==> config.mk <==
export PLATFORM = sky130hd
export DESIGN_NAME = regfile_sequencer
export DESIGN_NICKNAME = d
export VERILOG_FILES = /design/src/rtl/regfile_sequencer.sv
export SDC_FILE = /design/constraint.sdc
export NUM_CORES = 1
export LEC_CHECK = 0
export CORE_ASPECT_RATIO = 0.7
export CORE_UTILIZATION = 50
export DETAILED_ROUTE_END_ITERATION = 8
export PLACE_DENSITY = 0.88
export SYNTH_ARGS = -nofsm -noshare
export SYNTH_HDL_FRONTEND = slang
export SYNTH_SLANG_ARGS = --single-unit
==> constraint.sdc <==
create_clock -name clk -period 1.9 [get_ports clk]
set_input_delay 0.475 -clock clk [delete_from_list [all_inputs] [get_ports clk]]
set_output_delay 0.475 -clock clk [all_outputs]
set_load 0.005 [all_outputs]
==> src/rtl/regfile_sequencer.sv <==
// Bit-serial ALU sequencer: streams rs1/rs2 through the serial ALU into a buffer, then writes the buffer back to rd.
// Optional REGSEQ_SKIP_EN: skip the WRITE phase when no result will be written.
module regfile_sequencer #(
  parameter int XLEN  = 32,
  parameter int SEL_W = 5
) (
  input  logic                     clk,
  input  logic                     rst,
  input  logic                     start,
  input  logic [SEL_W-1:0]         rs1,
  input  logic [SEL_W-1:0]         rs2,
  input  logic [SEL_W-1:0]         rd,
  input  logic                     wb_en,
  input  logic                     alu_bit,
  output logic [SEL_W-1:0]         regA_select,
  output logic [SEL_W-1:0]         regB_select,
  output logic [$clog2(XLEN)-1:0]  bitPos,
  output logic                     writeEn,
  output logic                     data_in,
  output logic                     bit_first,
  output logic                     bit_last,
  output logic                     busy,
  output logic                     done
);

  localparam int CNT_W = $clog2(XLEN);
  localparam logic [CNT_W-1:0] CNT_LAST = CNT_W'(XLEN - 1);

  localparam logic [1:0] S_IDLE  = 2'd0;
  localparam logic [1:0] S_READ  = 2'd1;
  localparam logic [1:0] S_WRITE = 2'd2;
  localparam logic [1:0] S_DONE  = 2'd3;

  logic [1:0]       state;
  logic [CNT_W-1:0] cnt;
  logic [XLEN-1:0]  buffer;
  logic [SEL_W-1:0] rs1_q;
  logic [SEL_W-1:0] rs2_q;
  logic [SEL_W-1:0] rd_q;
  logic             wb_en_q;
  logic             do_write;

  // x0 is hardwired zero, so it is never a write target
  assign do_write = wb_en_q && (rd_q != '0);

  always_ff @(posedge clk or posedge rst) begin
    if (rst) begin
      state   <= S_IDLE;
      cnt     <= '0;
      buffer  <= '0;
      rs1_q   <= '0;
      rs2_q   <= '0;
      rd_q    <= '0;
      wb_en_q <= 1'b0;
    end else begin
      case (state)
        S_IDLE: begin
          if (start) begin
            rs1_q   <= rs1;
            rs2_q   <= rs2;
            rd_q    <= rd;
            wb_en_q <= wb_en;
            cnt     <= '0;
            state   <= S_READ;
          end
        end
        S_READ: begin
          buffer[cnt] <= alu_bit;
          if (cnt == CNT_LAST) begin
            cnt <= '0;
`ifdef REGSEQ_SKIP_EN
            state <= do_write ? S_WRITE : S_DONE;
`else
            state <= S_WRITE;
`endif
          end else begin
            cnt <= cnt + CNT_W'(1);
          end
        end
        S_WRITE: begin
          if (cnt == CNT_LAST) begin
            cnt   <= '0;
            state <= S_DONE;
          end else begin
            cnt <= cnt + CNT_W'(1);
          end
        end
        S_DONE: begin
          state <= S_IDLE;
        end
        default: begin
          state <= S_IDLE;
        end
      endcase
    end
  end

  // Outputs are decoded from state alone, so an async reset clears them at once
  always_comb begin
    regA_select = '0;
    regB_select = '0;
    writeEn     = 1'b0;
    data_in     = 1'b0;
    bit_first   = 1'b0;
    bit_last    = 1'b0;
    case (state)
      S_READ: begin
        regA_select = rs1_q;
        regB_select = rs2_q;
        bit_first   = (cnt == '0);
        bit_last    = (cnt == CNT_LAST);
      end
      S_WRITE: begin
        regA_select = rd_q;
        data_in     = buffer[cnt];
        writeEn     = do_write;
      end
      default: begin
      end
    endcase
  end

  assign bitPos = cnt;
  assign busy   = (state != S_IDLE);
  assign done   = (state == S_DONE);

endmodule

### After elaboration in Yosys (flattened, before gate mapping)

Cells that the tools add are included.

| word-level totals | value |
|---|---|
| output and inout port bits | 21 |
| ROM bits | 0 |
| bits in latches | 0 |
| RAM bits | 0 |
| input port bits | 20 |
| memories kept | 0 |
| word-level logic and storage cells | 46 |
| bits in registers | 55 |

| operators by class | value |
|---|---|
| add/sub/neg operators | 1 |
| shift-type cells | 0 |
| reduce and logical (&&, ||, !) cells | 11 |
| divide/modulo/power cells | 0 |
| multipliers | 0 |
| eq/ne operators | 7 |
| bitwise operators | 0 |
| magnitude comparators | 2 |
| mux-type cells | 18 |

Operators by type and width:

| kind | count |
|---|---|
| $bwmux 32 | 1 |
| $pmux 5 s2 | 2 |
| $mux 5 | 3 |
| $pmux 2 s4 | 1 |
| $lt 5x6->1 const B | 1 |
| $mux 1 | 6 |
| $mux 2 | 3 |
| $ne 2x2->1 const B | 3 |
| $add 5x1->5 const B | 1 |
| $bmux 1 s5 | 1 |
| $demux 1 s5 | 1 |
| $eq 5x5->1 const B | 1 |
| $ge 5x1->1 const B | 1 |
| $logic_not 5->1 | 1 |
| $reduce_bool 5->1 | 1 |
| $eq 2x2->1 const B | 2 |
| $reduce_and 2->1 | 2 |
| $reduce_bool 2->1 | 2 |
| $reduce_and 3->1 | 1 |
| $eq 2x1->1 const B | 1 |
| $logic_and 1x1->1 | 2 |
| $logic_not 2->1 | 1 |
| $reduce_or 2->1 | 1 |

### Logic depth before layout (Yosys ltp)

| logic depth | value |
|---|---|
| depth in word-level cells | 5 |
| gate-level depth with buffers | 7 |
| depth with buffers taken out | 6 |

### Least setup slack after synthesis

OpenSTA, ideal clock, no wires.

| timing path | value |
|---|---|
| kind | reg-to-output |
| from | register cnt[1] (netlist: bitPos[1]) |
| to | output data_in |
| buffers on the path | 1 |
| required time | 1.425 ns |
| arrival | 1.372 ns |
| setup slack | 0.053 ns |
| stages on the path, launching flop included | 7 |
| path through | dfrtp_1 buf_6 mux2_2 and3_1 o21bai_1 and3_1 a31oi_1 |

| between the ends | value |
|---|---|
| cells in the longest elaborated chain, start to end | 3 |

RTL lines:

| element | line | source |
|---|---|---|
| start, declared | 35 | `logic [CNT_W-1:0] cnt;` |
| start signal, assigned | 77 | `cnt <= cnt + CNT_W'(1);` |
| start signal, assigned | 85 | `cnt <= cnt + CNT_W'(1);` |
| $bmux 1 s5 | 115 | `data_in = buffer[cnt];` |
| $mux 1 (not written as such) | 115 |  |
| $mux 1 | 106 | `case (state)` |
| end, declared | 19 | `output logic data_in,` |

No other way between the ends. The select of a mux whose other input is x is not followed.

### Final worst setup path

Ends and elaborated chain as after synthesis.

==> results.txt <==
Critical path data arrival time -> 2.02 ns
Post-Synthesis Cells -> 265
Antenna violations before repair -> 0
CTS tree -> built
Share of the yosys chip area belonging to registers -> 45.6%
Part of the cycle the worst path needs -> 131%
Crit Path Max Fanout -> 8
Setup Slack @ Placement -> -0.525 ns
ANT cells -> 0
Htree depth -> 2
Post-synth top area share -> 45.6%
Synth Flop Type -> dfrtp_1
Insertion delay to the later sink of the worst-skew pair -> 0.31 ns
RSZ-0062 raised after global routing -> yes
Crit. End Element -> primary output
Core ar. -> 5780 um2
Failing checks -> setup timing
YS warnings -> 0
Final Setup Violations -> 9
Clock sinks -> 55
Crit Path Class -> reg2out
Status -> complete, but fails checks
Drt via density -> 5.52
Slowest cell on the critical path -> dfrtp_1
CP startpoint -> bitPos[1]
Share of layout cells above drive strength 1 -> 44.3%
Crit path cell chain -> buf_12, buf_12, mux2_2, nand3_1, a21oi_2, o21ai_1, a31oi_1, buf_2
Reg power frac -> 62.0%
Initial Util -> 52.2%
RePlAce Congestion -> 0.918
Die area -> 6350 um2
Final core occ -> 72.4%
Top-level port count -> 41
Worst hold start -> buffer[4]
Synth cell types -> 44
Largest net degree at the start of global routing -> 56
Register bit total from synthesis -> 55
Crit path launch type -> flip-flop
Leakage -> 1.89 nW
Synth cell count leaders -> dfrtp_1 (55), mux2_2 (34), nor2_1 (31), mux2_1 (19), mux2i_1 (13)
CTS buffer count -> 5
Hpwl dp -> 4.97 mm
Top post-synthesis cells by area -> dfrtp_1 (46%), mux2_2 (13%), mux2_1 (7.1%)
NetSw -> 0.435 mW
Site Rows -> 23
Detail Route Antenna Nets -> 0
Slew Limit Fails -> 0
Final-report hold violation count -> 0
CTS clk-pin slew, worst paths -> 0.10 ns
Synth area leader -> dfrtp_1
I/O Buffers -> 40
Int Pwr -> 1.53 mW
WL per Instance -> 18.1 um
CTS Buffer Depth -> 2
Top-count cell post-synth -> dfrtp_1
Tot GR Track Use -> 26.8%
Fin nets -> 388
DRT iter0 DRCs -> 126
DIE WIDTH -> 94.8 um
Post-layout min period -> 2.50 ns
Net Sw Frac -> 22.2%
Fillers -> 375
Syn Std Cell Area -> 3020 um2
Setup Skew -> 0.0120 ns
Max Freq -> 400 MHz
Max cap viols -> 0
Critical R2R Launch -> bitPos[1]
Top cell by count, worst path -> buf_12
DR DRC count -> 0
Hold WC Path Type -> reg2reg
First-pass GRT wire length -> 12.6 mm
Worst Path Required -> 1.42 ns
Die Height -> 67.0 um
Synth Net Count -> 295
Largest delay share family, worst path -> compound AO/OA/AOI/OAI gates
Ys async rst share -> 100%
Routed via count -> 2394
Pwr/cell area -> 468 nW/um2
Drt first pass iters -> 4
Worst setup margin -> -0.598 ns
Slew of the pin with the lowest slew margin -> 0.324 ns
Vias in the first global route -> 2477
Layout area overhead -> 38.8%
Rel. slew slack -> 78.4%
Non-Filler Instances -> 434
DP Cell Count -> 403
Total gr overflow -> 0
Root buf cell -> clkbuf_8
Crit path largest cell delay -> 0.41 ns
Buf/Inv on CP -> 3
Maximum VDD drop -> 0.431 mV
Drt total wl -> 7.85 mm
Avg Cell Area, Syn -> 11.4 um2
Final total power -> 1.96 mW
Post-synth EDFFs -> 0
Clock power share -> 31.9%
Combinational power share -> 6.2%
worst paths after layout:
kind	slack (ns)	endpoint	cells past startpoint
setup / recovery	-0.60	data_in	8
hold / removal	0.50	buffer[4]	1
setup reg to reg	0.01	state[1]	8
hold reg to reg	0.50	buffer[4]	1
max in group asynchronous	1.10	bitPos[0]	3
min in group asynchronous	0.53	rs2_q[0]	3
layout make-up:
cell class | count | area [um2] | share of cell area (%)
flip-flops and latches | 55 | 1380 | 33.0
well taps | 75 | 93.8 | 2.24
clock inverters | 1 | 5.00 | 0.120
repair buffers | 102 | 935 | 22.3
multi-input cells | 187 | 1660 | 39.7
inverters | 7 | 33.8 | 0.807
clock buffers | 7 | 76.3 | 1.82
placed cells by master (no fill, tap or decap), drive strengths merged, types with 5 or more instances in the layout:
| cell | Yosys | final |
|---|---|---|
| and2 | 6 | 6 |
| a22oi | 6 | 6 |
| clkbuf | 7 | 8 |
| nor2 | 31 | 31 |
| buf | 9 | 75 |
| clkdlybuf4s50 | 0 | 19 |
| mux2 | 53 | 53 |
| dfrtp | 55 | 55 |
| inv | 7 | 7 |
| nand2b | 5 | 5 |
| nand3 | 6 | 6 |
| o21ai | 7 | 7 |
| nor2b | 6 | 6 |
| mux2i | 13 | 13 |
| ha | 10 | 10 |
| nand2 | 12 | 12 |
per-layer routing:
metal	track usage [%]	wire length (um)	vias to the layer above	share of wire (%)
met5	0	0	-	0
met4	7.95	103	0	1.3
met3	4.00	375	12	4.8
met2	42.6	3860	56	49
met1	37.8	3520	1208	45
li1	-	-	1118	-
state kept, by name (all words and copies together) (netlist names):
signal	flops
bitPos	5
buffer	32
rd_q	5
rs1_q	5
rs2_q	5
state	2
wb_en_q	1
power groups by stage:
stage | Clock (mW) | Sequential, mW | Combinational, mW
after floorplan | 0 | 1.23 | 0.0588
after global placement | 0 | 1.24 | 0.118
after detailed placement | 0 | 1.24 | 0.123
after CTS | 0.627 | 1.21 | 0.122
after global routing | 0.677 | 1.22 | 0.133
final | 0.625 | 1.22 | 0.121
per-stage QoR:
stage / cell area, um2 / setup TNS, ns / hold slack, ns
CTS: 4130 / -2.20 / 0.498
floorplan: 3020 / 0 / 0.450
detailed placement: 3710 / -3.39 / 0.475
finish: 4190 / -1.72 / 0.497
global route: 4190 / -2.18 / 0.522
global placement: 3710 / -2.90 / 0.470
cells by family after synthesis:
| family | count (synthesis) | synth area share (%) |
|---|---|---|
| AND/OR/NAND/NOR | 85 | 14.6 |
| adder cells (fa/ha/maj) | 10 | 4.15 |
| AO/OA/AOI/OAI | 26 | 5.97 |
| flip-flops | 55 | 45.6 |
| buffers and inverters | 23 | 5.52 |
| multiplexers | 66 | 24.1 |
timing repair:
| item | CTS | global route |
|---|---|---|
| cloned | 2 | 0 |
| buffers inserted | 18 | 8 |
| endpoints found under the setup margin | 29 | 45 |
| pin swaps | 15 | 11 |
| hold buffers | 0 | 0 |
| gates resized for setup | 108 | 31 |
(Power assumes the default switching activity.)
